<file path="src/rtl/mc_ctrl.sv">
// mc_ctrl: multi-cycle FETCH/DECODE/EXEC/MEM/WB controller for the MIPS datapath.
// Define MC_MEM_WAIT_EN to stall MEM until mem_ready; otherwise MEM is a single cycle.
module mc_ctrl (
    input  logic       clk,
    input  logic       reset,
    input  logic [5:0] op,
    input  logic [5:0] func,
    input  logic       zero,
`ifdef MC_MEM_WAIT_EN
    input  logic       mem_ready,
`endif
    output logic       pc_we,
    output logic [1:0] npc_sel,
    output logic       ir_we,
    output logic       reg_we,
    output logic [1:0] reg_dst,
    output logic [1:0] wd_sel,
    output logic       alu_src,
    output logic [1:0] alu_op,
    output logic       ext_op,
    output logic       dm_we,
    output logic       dm_re,
    output logic [2:0] state,
    output logic       instr_done,
    output logic       illegal
);

    localparam int unsigned OP_W  = 6;
    localparam int unsigned SEL_W = 2;
    localparam int unsigned ST_W  = 3;

    localparam logic [OP_W-1:0] OP_RTYPE = 6'b000000;
    localparam logic [OP_W-1:0] OP_ORI   = 6'b001101;
    localparam logic [OP_W-1:0] OP_LUI   = 6'b001111;
    localparam logic [OP_W-1:0] OP_LW    = 6'b100011;
    localparam logic [OP_W-1:0] OP_SW    = 6'b101011;
    localparam logic [OP_W-1:0] OP_BEQ   = 6'b000100;
    localparam logic [OP_W-1:0] OP_J     = 6'b000010;
    localparam logic [OP_W-1:0] OP_JAL   = 6'b000011;

    localparam logic [OP_W-1:0] FN_ADDU  = 6'b100001;
    localparam logic [OP_W-1:0] FN_SUBU  = 6'b100011;
    localparam logic [OP_W-1:0] FN_JR    = 6'b001000;
    localparam logic [OP_W-1:0] FN_NOP   = 6'b000000;

    localparam logic [SEL_W-1:0] NPC_PC4  = 2'd0;
    localparam logic [SEL_W-1:0] NPC_BR   = 2'd1;
    localparam logic [SEL_W-1:0] NPC_JUMP = 2'd2;
    localparam logic [SEL_W-1:0] NPC_RS   = 2'd3;

    localparam logic [SEL_W-1:0] DST_RT = 2'd0;
    localparam logic [SEL_W-1:0] DST_RD = 2'd1;
    localparam logic [SEL_W-1:0] DST_RA = 2'd2;

    localparam logic [SEL_W-1:0] WD_ALU = 2'd0;
    localparam logic [SEL_W-1:0] WD_DM  = 2'd1;
    localparam logic [SEL_W-1:0] WD_PC  = 2'd2;

    localparam logic [SEL_W-1:0] ALU_ADD = 2'd0;
    localparam logic [SEL_W-1:0] ALU_SUB = 2'd1;
    localparam logic [SEL_W-1:0] ALU_OR  = 2'd2;
    localparam logic [SEL_W-1:0] ALU_LUI = 2'd3;

    typedef enum logic [ST_W-1:0] {
        S_FETCH  = 3'd0,
        S_DECODE = 3'd1,
        S_EXEC   = 3'd2,
        S_MEM    = 3'd3,
        S_WB     = 3'd4
    } state_e;

    state_e state_q, state_d;

    logic is_rtype, is_addu, is_subu, is_jr, is_nop;
    logic is_ori, is_lui, is_lw, is_sw, is_beq, is_j, is_jal, legal;
    logic mem_go;

    logic             pc_we_c, ir_we_c, reg_we_c, dm_we_c, dm_re_c, done_c, illegal_c;
    logic [SEL_W-1:0] npc_sel_c, reg_dst_c, wd_sel_c, alu_op_c, alu_op_x;
    logic             alu_src_c, ext_op_c, alu_src_x, ext_op_x;

    // Instruction classification from the IR fields
    assign is_rtype = (op == OP_RTYPE);
    assign is_addu  = is_rtype && (func == FN_ADDU);
    assign is_subu  = is_rtype && (func == FN_SUBU);
    assign is_jr    = is_rtype && (func == FN_JR);
    assign is_nop   = is_rtype && (func == FN_NOP);
    assign is_ori   = (op == OP_ORI);
    assign is_lui   = (op == OP_LUI);
    assign is_lw    = (op == OP_LW);
    assign is_sw    = (op == OP_SW);
    assign is_beq   = (op == OP_BEQ);
    assign is_j     = (op == OP_J);
    assign is_jal   = (op == OP_JAL);
    assign legal    = is_addu || is_subu || is_jr || is_nop || is_ori || is_lui
                   || is_lw || is_sw || is_beq || is_j || is_jal;

`ifdef MC_MEM_WAIT_EN
    assign mem_go = mem_ready;
`else
    assign mem_go = 1'b1;
`endif

    // ALU/EXT setting for the current instruction, applied from EXEC through WB
    always_comb begin
        alu_src_x = 1'b0;
        alu_op_x  = ALU_ADD;
        ext_op_x  = 1'b0;
        if (is_subu || is_beq) begin
            alu_op_x = ALU_SUB;
        end else if (is_ori) begin
            alu_src_x = 1'b1;
            alu_op_x  = ALU_OR;
        end else if (is_lui) begin
            alu_src_x = 1'b1;
            alu_op_x  = ALU_LUI;
        end else if (is_lw || is_sw) begin
            alu_src_x = 1'b1;
            ext_op_x  = 1'b1;
        end
    end

    always_ff @(posedge clk) begin
        if (reset) begin
            state_q <= S_FETCH;
        end else begin
            state_q <= state_d;
        end
    end

    always_comb begin
        state_d   = state_q;
        pc_we_c   = 1'b0;
        npc_sel_c = NPC_PC4;
        ir_we_c   = 1'b0;
        reg_we_c  = 1'b0;
        reg_dst_c = DST_RT;
        wd_sel_c  = WD_ALU;
        alu_src_c = 1'b0;
        alu_op_c  = ALU_ADD;
        ext_op_c  = 1'b0;
        dm_we_c   = 1'b0;
        dm_re_c   = 1'b0;
        done_c    = 1'b0;
        illegal_c = 1'b0;
        case (state_q)
            S_FETCH: begin
                ir_we_c   = 1'b1;
                pc_we_c   = 1'b1;
                npc_sel_c = NPC_PC4;
                state_d   = S_DECODE;
            end
            S_DECODE: begin
                state_d = S_EXEC;
                if (!legal) begin
                    illegal_c = 1'b1;
                    done_c    = 1'b1;
                    state_d   = S_FETCH;
                end else if (is_j || is_jal) begin
                    pc_we_c   = 1'b1;
                    npc_sel_c = NPC_JUMP;
                    done_c    = 1'b1;
                    state_d   = S_FETCH;
                    if (is_jal) begin
                        reg_we_c  = 1'b1;
                        reg_dst_c = DST_RA;
                        wd_sel_c  = WD_PC;
                    end
                end else if (is_jr) begin
                    pc_we_c   = 1'b1;
                    npc_sel_c = NPC_RS;
                    done_c    = 1'b1;
                    state_d   = S_FETCH;
                end else if (is_nop) begin
                    done_c  = 1'b1;
                    state_d = S_FETCH;
                end
            end
            S_EXEC: begin
                alu_src_c = alu_src_x;
                alu_op_c  = alu_op_x;
                ext_op_c  = ext_op_x;
                if (is_beq) begin
                    pc_we_c   = zero;
                    npc_sel_c = NPC_BR;
                    done_c    = 1'b1;
                    state_d   = S_FETCH;
                end else if (is_lw || is_sw) begin
                    state_d = S_MEM;
                end else if (is_addu || is_subu || is_ori || is_lui) begin
                    state_d = S_WB;
                end else begin
                    state_d = S_FETCH;
                end
            end
            S_MEM: begin
                alu_src_c = alu_src_x;
                alu_op_c  = alu_op_x;
                ext_op_c  = ext_op_x;
                if (is_sw) begin
                    dm_we_c = 1'b1;
                    if (mem_go) begin
                        done_c  = 1'b1;
                        state_d = S_FETCH;
                    end
                end else if (is_lw) begin
                    dm_re_c = 1'b1;
                    if (mem_go) begin
                        state_d = S_WB;
                    end
                end else begin
                    state_d = S_FETCH;
                end
            end
            S_WB: begin
                alu_src_c = alu_src_x;
                alu_op_c  = alu_op_x;
                ext_op_c  = ext_op_x;
                reg_we_c  = 1'b1;
                wd_sel_c  = is_lw ? WD_DM : WD_ALU;
                reg_dst_c = is_rtype ? DST_RD : DST_RT;
                done_c    = 1'b1;
                state_d   = S_FETCH;
            end
            default: begin
                state_d = S_FETCH;
            end
        endcase
    end

    // Reset suppresses every write and pulse so an abandoned instruction leaves no trace
    assign pc_we      = pc_we_c   & ~reset;
    assign ir_we      = ir_we_c   & ~reset;
    assign reg_we     = reg_we_c  & ~reset;
    assign dm_we      = dm_we_c   & ~reset;
    assign dm_re      = dm_re_c   & ~reset;
    assign instr_done = done_c    & ~reset;
    assign illegal    = illegal_c & ~reset;
    assign npc_sel    = npc_sel_c;
    assign reg_dst    = reg_dst_c;
    assign wd_sel     = wd_sel_c;
    assign alu_src    = alu_src_c;
    assign alu_op     = alu_op_c;
    assign ext_op     = ext_op_c;
    assign state      = state_q;

endmodule

</file>
<file path="config.mk">
export PLATFORM = sky130hd
export DESIGN_NAME = mc_ctrl
export DESIGN_NICKNAME = d
export VERILOG_FILES = /design/src/rtl/mc_ctrl.sv
export SDC_FILE = /design/constraint.sdc
export NUM_CORES = 1
export LEC_CHECK = 0
export ABC_CLOCK_PERIOD_IN_PS = 3700
export CAP_MARGIN = 5
export CORE_UTILIZATION = 38
export DETAILED_ROUTE_END_ITERATION = 12
export PLACE_DENSITY = 0.84
export RECOVER_POWER = 25
export SYNTH_ARGS = -nofsm -noshare
export SYNTH_HDL_FRONTEND = slang
export SYNTH_SLANG_ARGS = --single-unit
</file>
<file path="constraint.sdc">
create_clock -name clk -period 3.7 [get_ports clk]
set_input_delay 0.37 -clock clk [delete_from_list [all_inputs] [get_ports clk]]
set_output_delay 0.37 -clock clk [all_outputs]
set_load 0.02 [all_outputs]
</file>
# Word-level counts from Yosys, hierarchy flattened
# Index checks and enable logic that the tools add are counted.
[op_classes]
n_mux = 58
reduce_logical = 23
eq_ne = 14
bitwise_logic = 8
[ops]
columns = ["op", "count"]
rows = [
  ["$mux 1", 32],
  ["$mux 2", 14],
  ["$eq 6x6->1 const B", 4],
  ["$eq 6x4->1 const B", 3],
  ["$logic_or 1x1->1", 15],
  ["$mux 3", 5],
  ["$eq 6x2->1 const B", 2],
  ["$logic_not 6->1", 2],
  ["$pmux 2 s2", 3],
  ["$pmux 3 s4", 1],
  ["$and 1x1->1", 7],
  ["$eq 3x2->1 const B", 2],
  ["$eq 6x3->1 const B", 1],
  ["$logic_and 1x1->1", 4],
  ["$pmux 1 s4", 1],
  ["$eq 3x1->1 const B", 1],
  ["$eq 3x3->1 const B", 1],
  ["$logic_not 3->1", 1],
  ["$pmux 1 s3", 1],
  ["$reduce_or 3->1", 1],
  ["$pmux 1 s2", 1],
  ["$not 1->1", 1],
]
[totals]
register_bits = 3
elab_cells = 104
input_bits = 15
out_inout_bits = 20

# Logic depth before layout (Yosys ltp)
# Gate-level depths: netlist of run 1.
[depth]
word_depth = 15
ltp_mapped = 6

# Worst setup path after synthesis of run 1
# OpenSTA, ideal clock, no wires.
[synth_timing]
path_type = "reg2out"
from = "reg state_q[2], in the netlist state[2]"
to = "out illegal"
t_arrival_ns = 1.747
path_slack_ns = 1.583
path_stages_with_launch = 5
path_buffers = 1
required_time_ns = 3.330
path_cell_list = "dfxtp_1 -> buf_2 -> nor3_1 -> or4b_4 -> nor4_2"
[synth_via]
elab_chain_len = 3
[synth_lines]
columns = ["element", "line_no", "rtl"]
rows = [
  ["from (decl)", "72", "state_e state_q, state_d;"],
  ["from (signal assigned)", "127", "state_q <= state_d;"],
  ["$eq 3x1->1", "146", "case (state_q)"],
  ["$mux 1", "146", ""],
  ["$and 1x1->1", "238", "assign illegal = illegal_c & ~reset;"],
  ["to (decl)", "25", "output logic illegal"],
]
# Every way passes these cells.

# Worst setup path after layout of run 1
[layout_timing]
from = "in op[0]"
to = "out alu_op[0]"
[layout_via]
elab_chain_len = 5
elab_cells_between_ends = 10
cone_classes = "eq/ne (3); mux (4); reduce/logical (3)"
[layout_lines]
columns = ["element", "line_no", "rtl"]
rows = [
  ["from (decl)", "6", "input logic [5:0] op,"],
  ["$eq 6x4->1 / $logic_not 6->1 (equally long branches)", "89, 83", ""],
  ["$mux 2 / $logic_and 1x1->1 (equally long branches)", "114, 85", ""],
  ["$mux 2 / $logic_or 1x1->1 (equally long branches)", "111, 109", ""],
  ["$mux 2 (*)", "109", "if (is_subu || is_beq) begin"],
  ["$mux 2 (*)", "146", ""],
  ["to (decl)", "19", "output logic [1:0] alu_op,"],
]
# Every way passes the cells marked *; elsewhere a longest branch is shown, timed or not.

==> reports/metrics.csv, run 1 <==
metric,value,unit
post-synthesis area per instance,7.129,um^2
drt via density,6.000,
Inserted Clock Buffers,3,
io pins,35,
Mapped Cells,76,
Worst-path clk slew,40,ps
type of the most critical hold path,flop to flop,
Post-Layout Cell Count,121,
Slew @ Worst Pin,615.2,ps
CTS sink count,3,
core outline area,1318,um^2
synth unique cells,37,
share of the synthesized area in the top cell type,11.09,%
Post-DP HPWL,1217,um
Initial Utilization,41.12,%
"most common cell after layout, fill and taps aside",clkdlybuf4s50_1,
CP endpoint kind,output pin,
hold_buf cts,0,
Die W,39.76,um
Site Rows,13,
"area leader, netlist",dfxtp_1,
total power,0.1534,mW
status,"complete, no violations",
RSZ-0062 raised after global routing,false,
main area contributors after synthesis,"dfxtp_1, a21oi_1, nor3_1",
Residual DRC,0,
cell area after synthesis,541.8,um^2
sequential-to-total area share from yosys stat,11.09,%
CTS root buffer,clkbuf_4,
CP max FO,7,
critical path cell sequence,"dlygate4sd3_1, or3_1, nor4_1, a21oi_1, nor2_1, clkdlybuf4s50_1",
antenna violations before repair,0,
postcts setup bufs,0,
Seq cells post-synth,3,
largest net degree at the start of global routing,14,
max_slew headroom,58.61,%
initial detailed-routing violation count,11,
number of flip-flops in the largest register,3,
"EDFF count, synth",0,
Critical Path RT,3330,ps
max_cap viols,0,
Ys Warns,0,
Total GRT Usage,23.69,%
Crit-path slowest cell,dlygate4sd3_1,
"FFs w/ async S/R, synth",0,%
first-pass GRT wire length,2573,um
Synth Flop Type,dfxtp_1,
Total Negative Setup Slacks,0,ps
clk buf depth,2,
vias in the first global route,580,
die area,1581,um^2
GR Overflow Total,0,
tightest hold margin,663.2,ps
Post-CTS Resized,0,
final WL,1612,um
max-slew violations,0,
Setup CP Type,input port to output pin,
arrival time worst endpoint,2940,ps
Fin. Hold Viols,0,
syn nets,91,
crit-path max cell delay,640,ps
routed len/inst,13.32,um
port bufs,34,
Clock Latency Late Sink,250,ps
"Setup violations, final",0,
post-placement cell count,117,
most frequent cells in the layout,"clkdlybuf4s50_1, nor3_1, nor2_1, a21oi_1",
H-Tree Depth,1,
Pleak,0.3003,nW
Worst Skew,4.768,ps
Power per Cell Area,178.5,nW/um^2
First-pass DRT Iterations,4,
Worst setup SP type,input port,
Placer Congestion,0.9458,
Area growth syn-to-layout,58.66,%
fin nets,122,
Final min period,3308,ps
die height,39.76,um
TritonCTS clock tree,built,
total number of vias,726,
share of layout cells above drive strength 1,9.434,%
ant diodes,0,
post-route antenna net violation count,0,
maximum vdd drop,0.1285,mV
Final Cycle Share,89.40,%
Achievable Freq,0.3023,GHz
-- stage by stage --
step                      setup WS (ps)  instance area (um^2)  utilization (%)
after floorplan                    1583                 541.8                -
after global placement            610.9                 848.3            64.39
after detailed placement          523.8                 848.3            64.39
after CTS                         535.9                 874.6            66.38
after global routing              217.2                 859.6            65.24
final                             392.3                 859.6            65.24
-- critical path, delay by kind of cell --
kind / cells / cell delay, ps
AOI/OAI and AO/OA: 1 / 160
buffers and inverters: 2 / 1250
and+or+nand+nor: 3 / 1150
-- path summary, 6_finish.rpt --
kind / from / to / slack, ps / cells after the start
max reg2reg: state[0] / state[1] / 2270 / 4
min: state[2] / state[0] / 660 / 1
max: op[0] / alu_op[0] / 390 / 6
min reg2reg: state[2] / state[0] / 660 / 1
-- final cells by class --
| cell class | instances | area (um^2) |
|---|---|---|
| fillers | 120 | 457.9 |
| well taps | 15 | 18.77 |
| multi-input cells | 62 | 402.9 |
| repair buffers | 34 | 340.3 |
| inverters | 3 | 11.26 |
| flip-flops and latches | 3 | 60.06 |
| clock buffers | 4 | 26.28 |
-- kinds of logic (layout without fill, tap and decap cells) --
kind of cell	count (synthesis)	in the layout	share of synthesized area (%)
flops	3	3	11.09
compound gates	17	17	21.71
buf+inv	11	41	11.78
simple gates	45	45	55.43
-- per-layer routing --
metal	routed length, um	vias to the layer above	global-route usage, %	share of wire [%]
met1	699	337	32.23	43
met5	0	-	0	0
met4	25	0	10.34	1.6
li1	-	347	-	-
met3	115	3	0	7.1
met2	773	39	38.52	48
-- Yosys cell counts, types with 2 or more instances --
cell type,number
a21oi_1,7
buf_2,3
clkbuf_1,2
o21ai_0,2
dfxtp_1,3
nor4_1,3
nor4_2,2
buf_6,2
nor3b_1,2
or3_1,3
nor2_1,7
nand4b_1,2
nand2b_1,2
nor3_1,7
nand3_1,4
inv_1,3
nand2_1,2
-- power breakdown --
| group | total, mW | internal (mW) | switching [mW] | leakage, nW |
|---|---|---|---|---|
| Clock | 0.0634 | 0.0408 | 0.0226 | 0.0150 |
| Sequential | 0.0366 | 0.0335 | 0.00318 | 0.0245 |
| Combinational | 0.0533 | 0.0284 | 0.0250 | 0.261 |
| Total | 0.153 | 0.103 | 0.0508 | 0.300 |
Power figures use the tool's default switching activity.
==> inputs of run 2 (changes only) <==
==> constraint.sdc (replaced) <==
create_clock -name clk -period 3.7 [get_ports clk]
set_input_delay 0.37 -clock clk [delete_from_list [all_inputs] [get_ports clk]]
set_output_delay 0.37 -clock clk [all_outputs]
set_load 0.1 [all_outputs]
==> reports/metrics.csv, run 2 (same netlist as run 1, synthesis figures left out) <==
metric,value,unit,change
GR Overflow Total,0,,unchanged
Slew @ Worst Pin,1159,ps,+543.9 ps
clk buf depth,2,,unchanged
combinational fraction of design power,44.6,%,+9.8 points
crit-path max cell delay,670,ps,+30 ps
fin nets,122,,unchanged
Power per Cell Area,213.6,nW/um^2,+20%
CTS sink count,3,,unchanged
Post-CTS Resized,0,,unchanged
most frequent cells in the layout,"clkdlybuf4s50_1, buf_4, nor2_1, a21oi_1, nor3_1",,
"Setup violations, final",0,,unchanged
vias in the first global route,574,,-1.0%
Fin. Hold Viols,0,,unchanged
largest net degree at the start of global routing,14,,unchanged
Switching Power,0.07675,mW,+51%
internal power,0.1015,mW,-1.1%
TritonCTS clock tree,built,,
max-slew violations,0,,unchanged
Bufs and invs on worst path,2,,unchanged
sw frac,43.05,%,+10 points
Final min period,3015,ps,-293.1 ps
number of flip-flops in the largest register,3,,unchanged
Worst-path clk slew,40,ps,about the same
post-route setup slack,685.4,ps,+293.1 ps
RSZ-0062 raised after global routing,false,,
Worst path top cell family by delay,simple AND/OR/NAND/NOR gates,,
initial detailed-routing violation count,25,,+14
"most common cell after layout, fill and taps aside",clkdlybuf4s50_1,,
port bufs,34,,unchanged
post-route antenna net violation count,0,,unchanged
postcts setup bufs,0,,unchanged
Site Rows,13,,unchanged
Inserted Clock Buffers,3,,unchanged
antenna violations before repair,0,,unchanged
type of the most critical hold path,flop to flop,,
CTS root buffer,clkbuf_4,,
"Core Util, Final",63.34,%,-1.9 points
critical path cell sequence,"dlygate4sd3_1, or3_1, nor4_1, or4b_4, a21oi_1, buf_4",,
max_slew headroom,23.06,%,-36 points
Clk pwr share,34.7,%,-6.6 points
final WL,1614,um,+0.12%
io pins,35,,unchanged
Crit-path slowest cell,dlygate4sd3_1,,
Placement Setup Slack,779.0,ps,+255.2 ps
die height,39.76,um,unchanged
Setup CP Type,input port to output pin,,
Fillers,129,,+7.5%
drt via density,5.843,,-2.6%
Area growth syn-to-layout,54.04,%,
Post-Layout Inst Area,834.6,um^2,-2.9%
Worst Skew,1.790,ps,-2.979 ps
first-pass GRT wire length,2408,um,-6.4%
Achievable Freq,0.3317,GHz,+9.7%
Clock Latency Late Sink,240,ps,about the same
Initial Utilization,41.12,%,unchanged
Placer Congestion,0.8930,,-5.6%
Total GRT Usage,22.92,%,-0.76 points
Die W,39.76,um,unchanged
H-Tree Depth,1,,unchanged
Post-DP HPWL,1252,um,+2.9%
Post-Layout Cell Count,121,,unchanged
CP max FO,10,,+3
Pleak,0.3191,nW,+6.2%
core outline area,1318,um^2,unchanged
post-placement cell count,117,,unchanged
maximum vdd drop,0.1844,mV,+44%
arrival time worst endpoint,2640,ps,-300 ps
total power,0.1783,mW,+16%
routed len/inst,13.34,um,+0.12%
hold_buf cts,0,,unchanged
max_cap viols,0,,unchanged
dpl cell area,830.8,um^2,-2.1%
status,"complete, no violations",,
First-pass DRT Iterations,4,,unchanged
CP endpoint kind,output pin,,
Reg power frac,20.7,%,-3.2 points
share of layout cells above drive strength 1,26.42,%,+17 points
Critical Path RT,3330,ps,about the same
Residual DRC,0,,unchanged
ant diodes,0,,unchanged
Worst setup SP type,input port,,
total number of vias,707,,-2.6%
Final Cycle Share,81.48,%,-7.9 points
die area,1581,um^2,unchanged
## run 2: cell count changes in the layout (fill, tap and decap cells not counted), moves of 2 or more
cell	previous run	this run
buf_4	0	15
clkbuf_1	1	3
clkdlybuf4s50_1	30	16
dlygate4sd3_1	4	1
nor3_1	7	5
nor3_2	0	2
## run 2: final cells by class
cell class | count | area, um^2 | area share [%]
Clock buffer | 4 | 26.28 | 3.148
Inverter | 3 | 11.26 | 1.349
Multi-Input combinational cell | 62 | 427.9 | 51.27
Sequential cell | 3 | 60.06 | 7.196
Tap cell | 15 | 18.77 | 2.249
Timing Repair Buffer | 34 | 290.3 | 34.78
## run 2: worst paths after layout
kind	end	start	slack, ps	cells past startpoint
setup / recovery	instr_done	op[3]	690	6
hold / removal	state[0]	state[2]	680	1
setup reg to reg	state[1]	state[0]	2270	4
hold reg to reg	state[0]	state[2]	680	1
## run 2: routing by layer
metal  global-route usage [%]  vias to the layer above  wire length [um]
li1                         -                      348                 -
met1                    27.09                      317               718
met2                    39.75                       38               753
met3                    6.818                        4               123
met4                    5.172                        0                19
met5                        0                        -                 0
## run 2: power by group through the flow
stage	combinational [mW]	sequential, mW	clock (mW)
final	0.0795	0.0369	0.0618
after global routing	0.0837	0.0372	0.0655
after CTS	0.0814	0.0369	0.0631
after detailed placement	0.0812	0.0374	0
after global placement	0.0806	0.0373	0
after floorplan	0.0505	0.0420	0
## run 2: per-stage QoR
stage | TNS, ps | hold slack, ps
after floorplan | -574.9 | 697.0
after global placement | 0 | 649.2
after detailed placement | 0 | 657.9
after CTS | 0 | 669.0
after global routing | 0 | 705.4
final | 0 | 676.8
==> inputs of run 3 (changes only) <==
Settings changed: ABC_CLOCK_PERIOD_IN_PS 3700 to 2800, CORE_UTILIZATION 38 to 35, PLACE_DENSITY 0.84 to 0.78.
Clock period 3.7 ns to 2.8 ns, I/O delays scaled along.
==> reports/metrics.csv, run 3 (same netlist as run 1, synthesis figures left out) <==
metric,value,unit,change
Crit-path slowest cell,clkdlybuf4s50_1,,
CTS sink count,3,,unchanged
Worst-path clk slew,40,ps,about the same
die area,1709,um^2,+8.1%
Die W,41.35,um,+4.0%
GR Overflow Total,0,,unchanged
hold_buf cts,0,,unchanged
Post-CTS Resized,0,,unchanged
type of the most critical hold path,flop to flop,,
crit-path max cell delay,540,ps,-130 ps
Fin. Hold Viols,0,,unchanged
hold path cells,1,,unchanged
RSZ-0062 raised after global routing,false,,
number of flip-flops in the largest register,3,,unchanged
Area growth syn-to-layout,104.8,%,
max-slew violations,0,,unchanged
Site Rows,13,,unchanged
die height,41.35,um,+4.0%
Post-DP HPWL,1632,um,+30%
postcts setup bufs,0,,unchanged
io pins,35,,unchanged
CTS root buffer,clkbuf_4,,
antenna violations before repair,0,,unchanged
core outline area,1366,um^2,+3.7%
Final Cycle Share,93.24,%,
TritonCTS clock tree,built,,
area of the multi-input gates,475.5,um^2,+11%
Residual DRC,0,,unchanged
largest net degree at the start of global routing,14,,unchanged
ant diodes,0,,unchanged
Critical R2R Capture,state[1],,
clk buf depth,2,,unchanged
Inserted Clock Buffers,3,,unchanged
max_cap viols,0,,unchanged
share of layout cells above drive strength 1,43.64,%,+17 points
initial detailed-routing violation count,7,,-72%
port bufs,34,,unchanged
Bufs and invs on worst path,2,,unchanged
final WL,1955,um,+21%
post-route antenna net violation count,0,,unchanged
H-Tree Depth,1,,unchanged
Register Area,68.82,um^2,+15%
status,"complete, no violations",,
total number of vias,745,,+5.4%
"most common cell after layout, fill and taps aside",buf_12,,
Placer Congestion,0.8594,,-3.8%
Initial Utilization,39.65,%,-1.5 points
Power per Cell Area,221.5,nW/um^2,+3.7%
Final min period,2611,ps,
first-pass GRT wire length,3098,um,+29%
Clock Latency Late Sink,230,ps,about the same
"Setup violations, final",0,,unchanged
CP endpoint kind,output pin,,
CP max FO,6,,-4
"Core Util, Final",81.23,%,+18 points
drt via density,5.960,,+2.0%
FF-to-FF setup slack,1680,ps,-590 ps
Worst path top cell family by delay,simple AND/OR/NAND/NOR gates,,
Post-Layout Inst Area,1110,um^2,+33%
maximum vdd drop,0.1939,mV,+5.1%
Total GRT Usage,27.01,%,+4.1 points
Reg-to-Reg Start,state[0],,
critical path cell sequence,"clkdlybuf4s50_1, or3_1, o22ai_1, or4b_4, nor4_4, buf_12",,
reg2reg path depth,4,,unchanged
Worst Skew,1.297,ps,-0.4922 ps
vias in the first global route,708,,+23%
Setup CP Type,input port to output pin,,
Total Negative Setup Slacks,0,ps,unchanged
most frequent cells in the layout,"buf_12, clkdlybuf4s50_1, nor3_2, buf_4",,
dpl cell area,1101,um^2,+33%
First-pass DRT Iterations,4,,unchanged
Slew @ Worst Pin,1180,ps,+20.68 ps
Worst setup SP type,input port,,
Pleak,0.3991,nW,+25%
fin nets,126,,+3.3%
Critical Path RT,2520,ps,-810 ps
max_slew headroom,21.69,%,-1.4 points
arrival time worst endpoint,2330,ps,-310 ps
Achievable Freq,0.3830,GHz,
hold path start,state[2],,
Fillers,92,,-29%
Hold Path Sink,state[0],,
routed len/inst,15.64,um,+17%
[run 3: cell types whose count changed in the layout (fill, tap and decap cells not counted), sizes merged]
cell	change
dlygate4sd3	-1
clkbuf	+1
clkdlybuf4s50	-2
buf	+6
[run 3: cell type report]
type | instances | share of cell area (%)
clock buffer | 4 | 2.368
inverter | 3 | 1.015
multi-input combinational | 62 | 42.84
sequential | 3 | 6.201
tap | 15 | 1.691
timing repair buffer | 38 | 45.89
[run 3: worst register-to-register path: stages, from the launching register on]
cell     delay, ps
dfxtp_4        400
inv_1          110
nor3_2         240
o31ai_1        140
a21oi_1        150
[run 3: how the worst max path moves through the flow]
stage / from / cells past startpoint / end
6_report: op[1] / 6 / illegal
5_1_grt: op[1] / 6 / illegal
4_1_cts: op[1] / 6 / illegal
3_5_place_dp: op[1] / 6 / illegal
3_3_place_gp: op[1] / 6 / illegal
2_1_floorplan: state[1] / 4 / illegal
[run 3: metal layers]
layer	routed length (um)	track usage (%)	share of wire, %
met3	85	6.383	4.3
met1	792	29.52	41
met4	21	4.032	1.1
met5	0	0	0
met2	1055	52.73	54
[run 3: power breakdown]
group	total (mW)	switching, mW	leakage [nW]	internal, mW
Combinational	0.121	0.0753	0.358	0.0462
Sequential	0.0474	0.00404	0.0263	0.0434
Clock	0.0769	0.0235	0.0150	0.0535
[run 3: stage by stage]
step	worst slack, ps	hold slack (ps)	total power [mW]	std cells
final	189.2	515.1	0.2458	125
after global routing	96.95	539.5	0.2624	125
after CTS	188.0	506.3	0.2505	125
after detailed placement	191.0	503.1	0.1713	121
after global placement	230.0	496.8	0.1688	121
after floorplan	6.731	600.8	0.1233	76
